### config.mk
export PLATFORM = sky130hd
export DESIGN_NAME = inst_fetch_unit
export DESIGN_NICKNAME = d
export VERILOG_FILES = /design/src/rtl/inst_fetch_unit.sv
export SDC_FILE = /design/constraint.sdc
export NUM_CORES = 1
export LEC_CHECK = 0
export CAP_MARGIN = 30
export CORE_MARGIN = 2
export CORE_UTILIZATION = 45
export CTS_BUF_LIST = sky130_fd_sc_hd__clkbuf_2
export DETAILED_ROUTE_END_ITERATION = 8
export PLACE_DENSITY = 0.88
export SLEW_MARGIN = 20
export SYNTH_ARGS = -nofsm -noshare
export SYNTH_HDL_FRONTEND = slang
export SYNTH_SLANG_ARGS = --single-unit
### constraint.sdc
create_clock -name clk -period 6 [get_ports clk]
set_input_delay 1.2 -clock clk [delete_from_list [all_inputs] [get_ports clk]]
set_output_delay 1.2 -clock clk [all_outputs]
set_load 0.02 [all_outputs]
### src/rtl/inst_fetch_unit.sv
// Instruction fetch stage for the single-cycle RV32I core.
// Owns the PC, runs a req/ack handshake with a variable-latency instruction
// memory, and presents one registered instruction at a time to decode.
// Downstream can stall the held instruction or redirect the PC on a taken
// branch/jump; a misaligned redirect target parks the unit in a sticky
// error state that only reset clears.

module inst_fetch_unit #(
  parameter logic [31:0] RESET_PC = 32'h0000_0000,
  parameter logic [31:0] NOP_INST = 32'h0000_0013
) (
  input  logic        clk,
  input  logic        rst_n,

  // Instruction memory handshake
  output logic        imem_req,
  output logic [31:0] imem_addr,
  input  logic        imem_ack,
  input  logic [31:0] imem_rdata,

  // Downstream control
  input  logic        stall,
  input  logic        redirect_en,
  input  logic [31:0] redirect_pc,

  // To decode / register_file
  output logic [31:0] inst_out,
  output logic        inst_valid,
  output logic [31:0] pc_out,
  output logic [31:0] pc_plus4,
  output logic        misalign_err
);

  // FETCH : request outstanding at r_pc, waiting for the ack.
  // FLUSH : a redirect abandoned a request that is still in flight; swallow
  //         its ack before issuing a new one.
  // VALID : holding a fetched instruction for decode.
  // ERR   : misaligned redirect seen; dead until reset.
  typedef enum logic [1:0] {
    ST_FETCH = 2'd0,
    ST_FLUSH = 2'd1,
    ST_VALID = 2'd2,
    ST_ERR   = 2'd3
  } state_t;

  state_t      r_state;
  logic [31:0] r_pc;
  logic [31:0] r_inst;
  logic        r_valid;
  logic        r_err;

  state_t      w_state_nxt;
  logic [31:0] w_pc_nxt;
  logic [31:0] w_inst_nxt;
  logic        w_valid_nxt;
  logic        w_err_nxt;
  logic [31:0] w_pc_plus4;
  logic        w_redirect_aligned;

  // PC increment wraps naturally at 32 bits; no flag is raised on wrap.
  assign w_pc_plus4         = r_pc + 32'd4;
  assign w_redirect_aligned = (redirect_pc[1:0] == 2'b00);

  // State register; the reset is synchronous so it only acts on a rising edge.
  // NOTE: sequential state uses non-blocking (<=) so every flop samples the
  // pre-edge values; blocking here would create order-dependent simulation.
  always_ff @(posedge clk) begin
    if (!rst_n) begin
      r_state <= ST_FETCH;
    end else begin
      r_state <= w_state_nxt;
    end
  end

  // Next-state and next-datapath decode for every state.
  // NOTE: every signal driven here gets a default first, so no path through
  // the case leaves one unassigned and no latch is inferred.
  always_comb begin
    w_state_nxt = r_state;
    w_pc_nxt    = r_pc;
    w_inst_nxt  = r_inst;
    w_valid_nxt = r_valid;
    w_err_nxt   = r_err;

    unique case (r_state)
      ST_FETCH: begin
        if (redirect_en) begin
          // Redirect wins; a same-cycle ack is dropped on the floor.
          if (!w_redirect_aligned) begin
            w_err_nxt   = 1'b1;
            w_state_nxt = ST_ERR;
          end else begin
            w_pc_nxt    = redirect_pc;
            // Without an ack the old request is still in flight and its
            // response must be drained before re-requesting.
            w_state_nxt = imem_ack ? ST_FETCH : ST_FLUSH;
          end
        end else if (imem_ack) begin
          w_inst_nxt  = imem_rdata;
          w_valid_nxt = 1'b1;
          w_state_nxt = ST_VALID;
        end
      end

      ST_VALID: begin
        if (redirect_en) begin
          // Redirect has priority over stall; the held instruction is on the
          // wrong path and is retired as a bubble.
          w_valid_nxt = 1'b0;
          w_inst_nxt  = NOP_INST;
          if (!w_redirect_aligned) begin
            w_err_nxt   = 1'b1;
            w_state_nxt = ST_ERR;
          end else begin
            w_pc_nxt    = redirect_pc;
            w_state_nxt = ST_FETCH;
          end
        end else if (!stall) begin
          // Consumed: advance sequentially and fetch the next word.
          w_pc_nxt    = w_pc_plus4;
          w_valid_nxt = 1'b0;
          w_inst_nxt  = NOP_INST;
          w_state_nxt = ST_FETCH;
        end
      end

      ST_FLUSH: begin
        if (redirect_en) begin
          if (!w_redirect_aligned) begin
            w_err_nxt   = 1'b1;
            w_state_nxt = ST_ERR;
          end else begin
            // Newer target replaces the older one. If the stale ack lands in
            // this same cycle the drain is complete, otherwise keep waiting.
            w_pc_nxt    = redirect_pc;
            w_state_nxt = imem_ack ? ST_FETCH : ST_FLUSH;
          end
        end else if (imem_ack) begin
          // Stale response: discard imem_rdata and re-request at r_pc.
          w_state_nxt = ST_FETCH;
        end
      end

      ST_ERR: begin
        w_valid_nxt = 1'b0;
        w_inst_nxt  = NOP_INST;
      end

      default: begin
        w_state_nxt = ST_FETCH;
      end
    endcase
  end

  // Datapath registers: PC, held instruction, valid and sticky error.
  // NOTE: reset covers only these few control/datapath flops; there is no
  // storage array here, so everything gets a defined reset value.
  always_ff @(posedge clk) begin
    if (!rst_n) begin
      r_pc    <= RESET_PC;
      r_inst  <= NOP_INST;
      r_valid <= 1'b0;
      r_err   <= 1'b0;
    end else begin
      r_pc    <= w_pc_nxt;
      r_inst  <= w_inst_nxt;
      r_valid <= w_valid_nxt;
      r_err   <= w_err_nxt;
    end
  end

  // Output mapping: a request is only ever issued from FETCH.
  assign imem_req     = (r_state == ST_FETCH);
  assign imem_addr    = r_pc;
  assign pc_out       = r_pc;
  assign pc_plus4     = w_pc_plus4;
  assign inst_out     = r_inst;
  assign inst_valid   = r_valid;
  assign misalign_err = r_err;

endmodule

Word-level counts from Yosys, hierarchy flattened. Index checks and enable logic that the tools add are counted.

Muxes and demuxes: 25. Reductions and logical operators: 11. Equal/unequal tests: 9. Bitwise gates (word level): 1. Add/sub/neg operators: 1.

Operators by type and width (number): 2-to-1 mux 32 bit (8); one-hot mux 32 bit (3 select lines) (1); one-hot mux 32 bit (2 select lines) (1); adder 32 x 3 -> 32 bit (second input constant) (1); 2-to-1 mux 2 bit (8); AND reduction 4 bit (2); inequality test 3 bit (second input constant) (2); one-hot mux 2 bit (3 select lines) (1); AND reduction 3 bit (2); nonzero test 3 bit (2); 2-to-1 mux 1 bit (5); == test 2 bit (second input constant) (2); logical NOT 2 bit (2); inequality test 2 x 1 -> 1 bit (second input constant) (2); inequality test 3 x 1 -> 1 bit (second input constant) (1); one-hot mux 1 bit (3 select lines) (1); OR reduction 3 bit (1); == test 2 x 1 -> 1 bit (second input constant) (1); inequality test 2 bit (second input constant) (1); nonzero test 2 bit (1); OR reduction 2 bit (1); NOT 1 bit (1).

Logic and storage cells: 52. Bits of input ports: 69. Register bits after elaboration: 68.

Depth between registers and ports, before layout. Gate-level depths: netlist (run 1).

Depth in word-level cells: 4. Gate-level depth with buffers: 10. Mapped depth without buffers: 7.

Worst setup path after synthesis (run 1). No wires, ideal clock.

Path type: reg-to-output. From: reg r_pc[3], in the netlist imem_addr[3]. To: out pc_plus4[24]. Slack: 2.708 ns. Stages on the path, launching flop included: 6. Required time: 4.800 ns. Data arrival time: 2.092 ns. Path buffers: 0. Cells stage by stage: dfxtp_1 ha_1 nand3_2 nor4_4 and4_1 xor2_1.

Longest elaborated chain between the ends: 1.

RTL lines: start: declaration (line 47) `logic [31:0] r_pc;`; start signal: assignment (line 165) `r_pc <= w_pc_nxt;`; adder 32 x 3 -> 32 bit (line 61) `assign w_pc_plus4 = r_pc + 32'd4;`; end: declaration (line 30) `output logic [31:0] pc_plus4,`.

No other way between the ends.

Worst setup path after layout (run 1).
From: reg r_pc[2], in the netlist imem_addr[2]. To: out pc_plus4[24].

The elaborated chain is that of the path after synthesis.

==> results of run 1 <==
final timing paths:
| kind | startpoint | end | depth (start not counted) |
|---|---|---|---|
| setup / recovery | imem_addr[2] | pc_plus4[24] | 6 |
| hold reg to reg | imem_addr[0] | imem_addr[0] | 1 |
| hold / removal | imem_addr[0] | imem_addr[0] | 1 |
| setup reg to reg | r_state[1] | imem_addr[31] | 7 |
state kept, by name (all words and copies together), names as in the netlist:
signal	count
imem_addr	32
inst_out	32
r_state	2
inst_valid	1
misalign_err	1
per-layer routing:
metal,track usage (%),vias up,wire [um]
met5,0,-,0
met4,11.2,0,335
met3,3.76,26,738
met2,40.3,182,6200
met1,30.0,2010,4940
li1,-,1966,-
cell type report:
type	count	area, um^2	area share, %
clock buffers	9	45.0	0.758
clock inverters	6	90.1	1.52
inverters	8	30.0	0.506
multi-input cells	325	2240	37.7
flip-flops and latches	68	1360	22.9
well taps	108	135	2.28
repair buffers	205	2040	34.3
stage by stage:
| step | worst slack [ns] | cell area [um^2] | utilization, % | hold slack (ns) | cells |
|---|---|---|---|---|---|
| after detailed placement | 2.03 | 5790 | 66.7 | 0.467 | 713 |
| after CTS | 1.57 | 5920 | 68.3 | 0.507 | 728 |
| final | 1.63 | 5940 | 68.4 | 0.501 | 729 |
| after floorplan | 2.71 | 4020 | - | 0.525 | 467 |
| after global routing | 1.34 | 5940 | 68.4 | 0.528 | 729 |
| after global placement | 2.12 | 5790 | 66.7 | 0.448 | 713 |
cells in the final DEF (no fill, tap or decap), drive strengths merged, types with 6 or more instances in the layout:
master,synthesis,routed
clkdlybuf4s50,0,198
dfxtp,68,68
a22oi,35,35
nor2b,33,33
nand2,29,29
nor2,23,23
nand3,23,23
xnor2,19,19
a21oi,16,16
o21ai,16,16
a22o,10,10
nand4,10,10
clkbuf,21,9
inv,8,8
and3,8,8
and2,8,8
xor2,8,8
o22ai,8,8
nor3,7,7
buf,45,7
o31a,6,6
Yosys cell counts, types with 5 or more instances:
library cell / n
dfxtp_1: 68
a22oi_1: 35
buf_4: 34
nor2b_1: 33
nand2_1: 28
nor2_1: 23
nand3_1: 22
clkbuf_1: 21
xnor2_1: 19
a21oi_1: 16
a22o_1: 10
o21ai_0: 10
and2_1: 8
and3_1: 8
inv_1: 8
nand4_1: 8
o22ai_1: 8
xor2_1: 8
buf_2: 6
nor3_1: 6
o21ai_1: 6
o31a_1: 6
ha_1: 5
o311ai_1: 5
where the power goes:
part | leakage (nW) | switching (mW) | internal (mW)
clock network | 0.0779 | 0.173 | 0.136
registers | 0.557 | 0.0769 | 0.519
logic | 1.58 | 0.411 | 0.371
worst register-to-register path, cell delays in order (launching register included):
cell	delay (ns)
dfxtp_1	0.47
inv_1	0.10
ha_1	0.30
or3_1	0.38
buf_4	0.26
a221oi_4	0.79
nand2_1	0.32
o311ai_1	0.31
logic make-up after synthesis:
family / after synthesis / share of synthesized area [%]
compound gates: 131 / 24.6
simple gates: 160 / 22.8
mux: 2 / 0.530
flops: 68 / 33.9
buf+inv: 74 / 10.7
fa+ha+maj: 5 / 1.56
xor+xnor: 27 / 5.89
==> results.ini, run 1 <==
[timing]
fmax_ghz = 0.229
setup_tns_ns = 0
rsz0062_at_grt = no
finalMaxSlewViolations = 0
skew_ns = 0.0300
timing.final.crit_share_pct = 72.9
max_slew_margin_pct = 39.0
finalHoldViolations = 0
min_period_ns = 4.37
setup_viol = 0
tightest_slew_ns = 0.914

[power_and_ir_drop]
p_per_area_nw_per_um2 = 284
p_leak_nw = 2.21
fin_total_pwr_mw = 1.69
max-vdd-ir-drop_uv = 128

[floorplan]
pin_count = 200
chipHeight_um = 98.5
die_area_um2 = 9690
core_um2 = 8680
rows = 34
dieWidth_um = 98.5
initial_utilization_pct = 46.3

[logic_synthesis]
postSynthAreaPerCell_um2 = 8.60
synth_top_area_share_pct = 33.9
synth.cell_area_um2 = 4020
yosysSeqAreaShare_pct = 33.9
synth_area_leaders = dfxtp_1, a22oi_1, buf_4
yosys_register_bits = 68
syn_nets = 541
synth.distinct_cells = 63
synthFlopType = dfxtp_1
synth_area_leader_cell = dfxtp_1
synth_cells = 467
async_flop_share_pct = 0
synth_warnings = 0
synth_edf_count = 0

[cts]
cts_tree = built
htree_levels = 3
postCtsHoldBufs = 0
ctsResizeCount = 0
clk_pin_slew_worst_paths_ns = 0.19
clock_latency_ns = 0.49
cts-root-buf = clkbuf_2
postCtsSetupBuffers = 0
numCtsBuffers = 9
cts_num_sinks = 68
cts_buffer_depth = 2

[setup_path]
worstPathRequired_ns = 4.80
critPathSlowestCell = clkdlybuf4s50_1
critPathBufInv = 1
arrival_ns = 3.17
critPathCaptureType = primary output
path_cells = ha_1 -> nand3_2 -> nor4_4 -> and4_1 -> xor2_1 -> clkdlybuf4s50_1
slowest_delay_ns = 0.62
r2r_setup_slack_ns = 2.98
cp-start-kind = flop
crit_family = simple AND/OR/NAND/NOR gates
crit_type = flop to primary output
crit_fanout = 9

[grt]
grt_usage_pct = 23.9
antenna_found_initial = 0
grt_pass1_vias = 3955
grt_overflow = 0
grt_pass1_wl_mm = 19.1
grt_max_degree = 77

[drt]
drc_errors = 0
routedWlPerCell_um = 16.8
num_vias = 4184
first_pass_iters = 5
avgViaCountPerCell = 5.74
ant_nets = 0
drt_iter0_drc = 276
totalWireLength_mm = 12.2

[finish]
diodes = 0
fill_cells = 696
finalNetCount = 691
drive_gt1_share_pct = 7.09
area_delta_synth_final_pct = 47.9

[hold_path]
hold_class = flop to flop

[placement]
portBuffers = 199
hpwl_mm = 8.92
place_congestion = 0.875

[status]
status = finished, final reports clean

[run]
maxCapViolCount = 0

No activity file was read; power rests on OpenSTA's default activity.
==> run 2: changes to the inputs <==
- CORE_UTILIZATION: 45 -> 38
- PLACE_DENSITY: 0.88 -> 0.79
- clock period: 6 -> 4 ns (I/O delays scaled with it)
==> run 2 against run 1 <==
Net effect:
- register-to-register slack got worse by 1.5 ns
- first-iteration DRC count down 0.72%
- utilization down 9.9 points
- sequential power increased by 50%
- die area is 18% higher
- via count down 1.0%
- routed wire length increased by 6.0%
- combinational power increased by 52%
- count of clock-buffer cells in the layout is the same
- critical endpoint is now pc_plus4[28]
- largest cell class unchanged
- largest power group unchanged
- highest routed layer unchanged
==> results.ini, run 2 (synthesis gave the netlist of run 1 again) <==
[status]
status = finished, final reports clean

[drt]
totalWireLength_mm = 12.9  ; +6.0%
first_pass_iters = 5  ; unchanged
ant_nets = 0  ; unchanged
avgViaCountPerCell = 5.42  ; -5.6%
routedWlPerCell_um = 16.9  ; +1.2%
num_vias = 4141  ; -1.0%
drc_errors = 0  ; unchanged
drt_iter0_drc = 274  ; -0.72%

[power_and_ir_drop]
fin_total_pwr_mw = 2.51  ; +49%
p_leak_nw = 2.23  ; +0.86%
intPower_mw = 1.49  ; +45%
clkPwrFrac_pct = 17.0  ; -1.3 points
max-vdd-ir-drop_uv = 239  ; +87%
p_sw_share_pct = 40.6  ; +1.4 points
net-switching-power_mw = 1.02  ; +54%
p_per_area_nw_per_um2 = 417  ; +47%
combPwrFrac_pct = 47.3  ; +0.9 points
seqPwrFrac_pct = 35.7  ; +0.4 points

[finish]
diodes = 0  ; unchanged
finalNetCount = 697  ; +0.87%
final_common_cell = clkdlybuf4s50_1
utilization_pct = 58.5  ; -9.9 points
fill_cells = 925  ; +33%
final_area_um2 = 6010  ; +1.2%
fin_cells = 764  ; +4.8%
layout_common_cells = clkdlybuf4s50_1, dfxtp_1, a22oi_1, nor2b_1, nand2_1
area_delta_synth_final_pct = 49.7
drive_gt1_share_pct = 8.60  ; +1.5 points

[grt]
antenna_found_initial = 0  ; unchanged
grt_pass1_wl_mm = 20.2  ; +5.9%
grt_overflow = 0  ; unchanged
grt_pass1_vias = 3961  ; +0.15%
grt_max_degree = 42  ; -45%
grt_usage_pct = 22.0  ; -1.9 points

[setup_path]
crit_type = flop to primary output
cp-start-kind = flop
arrival_ns = 3.01  ; -0.16 ns
crit_fanout = 9  ; unchanged
critPathCaptureType = primary output
worstPathRequired_ns = 3.20  ; -1.60 ns

[placement]
hpwl_mm = 9.54  ; +7.0%
portBuffers = 199  ; unchanged
dpl_worst_slack_ns = 0.511  ; -1.52 ns
post_dp_cell_area_um2 = 5880  ; +1.5%
dp.cells = 747  ; +4.8%
place_congestion = 0.870  ; -0.62%

[timing]
timing.final.crit_share_pct = 95.1
setup_viol = 0  ; unchanged
max_slew_margin_pct = 56.9  ; +18 points
fmax_ghz = 0.263
finalMaxSlewViolations = 0  ; unchanged
finalHoldViolations = 0  ; unchanged
skew_ns = 0.0292  ; -0.000764 ns
setup_tns_ns = 0  ; unchanged
tightest_slew_ns = 0.647  ; -0.266 ns
worst_slack_ns = 0.194  ; -1.43 ns
fin_hold_ws_ns = 0.498  ; -0.00302 ns
min_period_ns = 3.81
rsz0062_at_grt = no

[floorplan]
pin_count = 200  ; unchanged
core_um2 = 10300  ; +18%
initial_utilization_pct = 39.1  ; -7.2 points
dieWidth_um = 107  ; +8.5%
chipHeight_um = 107  ; +8.5%
die_area_um2 = 11400  ; +18%
rows = 37  ; +8.8%

[cts]
postCtsHoldBufs = 0  ; unchanged
cts_num_sinks = 68  ; unchanged
clock_latency_ns = 0.49  ; about the same
numCtsBuffers = 9  ; unchanged
clk_pin_slew_worst_paths_ns = 0.22  ; +0.03 ns
htree_levels = 3  ; unchanged
cts_tree = built
cts_buffer_depth = 2  ; unchanged
cts-root-buf = clkbuf_2

[run]
maxCapViolCount = 0  ; unchanged

[hold_path]
hold_class = flop to flop

[run 2: critical path: stages, from the launching register on]
cell	delay, ns
dfxtp_2	0.45
ha_1	0.27
nand3_2	0.19
nor4_4	0.30
buf_4	0.24
nand4_1	0.13
xnor2_1	0.26
clkdlybuf4s50_1	0.65
[run 2: repair_timing]
item	CTS	global route
pin swaps	1	1
setup endpoints to repair	5	8
hold endpoints to repair	0	0
buffers inserted	0	1
resized for setup	0	3
[run 2: final timing paths]
check | cells past startpoint | end | slack [ns] | from
max reg2reg | 8 | imem_addr[8] | 1.52 | r_state[1]
max | 7 | pc_plus4[28] | 0.19 | imem_addr[3]
min reg2reg | 2 | inst_out[0] | 0.50 | inst_out[0]
min | 2 | inst_out[0] | 0.50 | inst_out[0]
[run 2: final cells by class]
cell class | instances | area, um^2 | share of cell area [%]
clock buffer | 9 | 45.0 | 0.749
multi-input combinational | 325 | 2240 | 37.3
inverter | 8 | 30.0 | 0.499
tap | 136 | 170 | 2.83
timing repair buffer | 211 | 2080 | 34.7
clock inverter | 7 | 75.1 | 1.25
sequential | 68 | 1360 | 22.7
[run 2: power groups by stage]
stage	Combinational, mW	Clock (mW)	Sequential [mW]
3_3_place_gp	1.16	0	0.898
3_5_place_dp	1.18	0	0.907
6_report	1.19	0.426	0.895
2_1_floorplan	0.598	0	0.998
4_1_cts	1.19	0.439	0.893
5_1_grt	1.27	0.466	0.911
[run 2: routing by layer]
metal  vias up  routed length (um)  global-route usage (%)
li1       1983                   -                       -
met1      1972                5380                    26.4
met2       160                6390                    38.0
met3        26                 821                    4.38
met4         0                 357                    9.28
met5         -                   0                       0
==> run 3: changes to the inputs <==
- MAX_ROUTING_LAYER: unset -> met4
==> run 3 against run 2 <==
Net effect:
- non-clock buffer count unchanged
- utilization about the same
- critical path type unchanged
- sequential share of layout area about the same
- via count up 0.22%
- clock skew grew 0.00084 ns
- setup slack improved by 0.023 ns
- highest routed layer unchanged
==> results.ini, run 3 (synthesis gave the netlist of run 1 again) <==
[cts]
cts_buffer_depth = 2  ; unchanged
cts-root-buf = clkbuf_2
htree_levels = 3  ; unchanged
cts_tree = built
numCtsBuffers = 9  ; unchanged
clk_pin_slew_worst_paths_ns = 0.22  ; about the same
cts_num_sinks = 68  ; unchanged
clock_latency_ns = 0.50  ; about the same

[setup_path]
crit_fanout = 9  ; unchanged
critPathCaptureType = primary output
cp-start-kind = flop
worstPathRequired_ns = 3.20  ; about the same
path_cells = ha_1 -> nand3_2 -> nor4_4 -> buf_4 -> and4_1 -> xor2_1 -> clkdlybuf4s50_1
slowest_delay_ns = 0.62  ; -0.03 ns
arrival_ns = 2.98  ; -0.03 ns
critPathSlowestCell = clkdlybuf4s50_1
crit_type = flop to primary output

[drt]
totalWireLength_mm = 12.9  ; unchanged
avgViaCountPerCell = 5.43  ; +0.22%
drt_iter0_drc = 240  ; -12%
first_pass_iters = 5  ; unchanged
routedWlPerCell_um = 16.9  ; unchanged
num_vias = 4150  ; +0.22%
ant_nets = 0  ; unchanged
drc_errors = 0  ; unchanged

[finish]
diodes = 0  ; unchanged
area_delta_synth_final_pct = 49.8  ; about the same
finalNetCount = 697  ; unchanged
drive_gt1_share_pct = 8.76  ; +0.16 points
fill_cells = 926  ; +0.11%
final_common_cell = clkdlybuf4s50_1
layout_common_cells = clkdlybuf4s50_1, dfxtp_1, a22oi_1, nor2b_1, nand2_1

[floorplan]
dieWidth_um = 107  ; unchanged
core_um2 = 10300  ; unchanged
die_area_um2 = 11400  ; unchanged
chipHeight_um = 107  ; unchanged
initial_utilization_pct = 39.1  ; unchanged
pin_count = 200  ; unchanged
rows = 37  ; unchanged

[timing]
fmax_ghz = 0.264  ; +0.60%
skew_ns = 0.0301  ; +0.000840 ns
max_slew_margin_pct = 56.5  ; -0.39 points
finalHoldViolations = 0  ; unchanged
timing.final.crit_share_pct = 94.6  ; -0.57 points
setup_viol = 0  ; unchanged
finalMaxSlewViolations = 0  ; unchanged
tightest_slew_ns = 0.653  ; +0.00590 ns
rsz0062_at_grt = no
setup_tns_ns = 0  ; unchanged
min_period_ns = 3.78  ; -0.0229 ns

[power_and_ir_drop]
net-switching-power_mw = 1.02  ; -0.13%
combPwrFrac_pct = 47.3  ; about the same
p_per_area_nw_per_um2 = 417  ; about the same
fin_total_pwr_mw = 2.50  ; about the same
intPower_mw = 1.49  ; about the same
p_sw_share_pct = 40.6  ; about the same
max-vdd-ir-drop_uv = 239  ; -0.14%
p_leak_nw = 2.23  ; about the same
clkPwrFrac_pct = 17.0  ; about the same
seqPwrFrac_pct = 35.7  ; about the same

[placement]
portBuffers = 199  ; unchanged
hpwl_mm = 9.54  ; unchanged
place_congestion = 0.884  ; +1.6%

[hold_path]
hold_class = flop to flop

[grt]
antenna_found_initial = 0  ; unchanged
grt_max_degree = 42  ; unchanged
grt_pass1_vias = 3962  ; +0.025%
grt_overflow = 0  ; unchanged
grt_pass1_wl_mm = 20.2  ; -0.20%
grt_usage_pct = 22.6  ; +0.66 points

[status]
status = finished, final reports clean

[run]
maxCapViolCount = 0  ; unchanged

## run 3: layout make-up
class,count,area (um^2),share of cell area [%]
multi-input combinational,325,2240,37.3
timing repair buffer,211,2080,34.7
sequential,68,1360,22.7
tap,136,170,2.83
clock inverter,7,75.1,1.25
clock buffer,9,45.0,0.749
inverter,8,30.0,0.499
## run 3: worst paths after layout
kind                     start      endpoint  slack, ns  cells after the start
hold reg to reg    inst_out[0]   inst_out[0]       0.50                      2
setup / recovery  imem_addr[3]  pc_plus4[24]       0.22                      7
hold / removal     inst_out[0]   inst_out[0]       0.50                      2
setup reg to reg    r_state[1]  imem_addr[8]       1.51                      8
## run 3: power by group through the flow
stage / Clock (mW) / Combinational (mW) / Sequential [mW]
finish: 0.426 / 1.18 / 0.894
global route: 0.469 / 1.27 / 0.911
CTS: 0.439 / 1.19 / 0.893
detailed placement: 0 / 1.18 / 0.907
global placement: 0 / 1.16 / 0.898
floorplan: 0 / 0.598 / 0.998
## run 3: worst max-delay path, delay by kind of cell (launching register included)
family        cells  cell delay, ns
flops             1            0.45
fa+ha+maj         1            0.27
buf+inv           2            0.85
simple gates      3            0.76
xor+xnor          1            0.15
## run 3: metal layers
| layer | up-vias | wire length, um | global-route usage [%] |
|---|---|---|---|
| met5 | - | 0 | - |
| met4 | 0 | 352 | 8.07 |
| met3 | 31 | 925 | 5.29 |
| met2 | 178 | 6400 | 37.9 |
| met1 | 1962 | 5270 | 26.7 |
| li1 | 1979 | - | - |
## run 3: per-stage QoR
step | hold slack [ns] | setup WS (ns) | std cells | utilization [%] | instance area [um^2]
6_report | 0.498 | 0.217 | 764 | 58.5 | 6010
5_1_grt | 0.532 | 0.0336 | 764 | 58.5 | 6010
4_1_cts | 0.499 | 0.0452 | 763 | 58.4 | 6000
3_5_place_dp | 0.457 | 0.511 | 747 | 57.2 | 5880
3_3_place_gp | 0.456 | 0.580 | 746 | 57.0 | 5860
2_1_floorplan | 0.525 | 1.11 | 467 | - | 4020
## run 3: what timing repair did
| action | CTS | global route |
|---|---|---|
| pin swaps | 1 | 1 |
| buffers inserted | 0 | 1 |
| hold buffers | 0 | 0 |
| resized for setup | 0 | 4 |
| gates cloned | 0 | 0 |
| endpoints found under the setup margin | 5 | 9 |
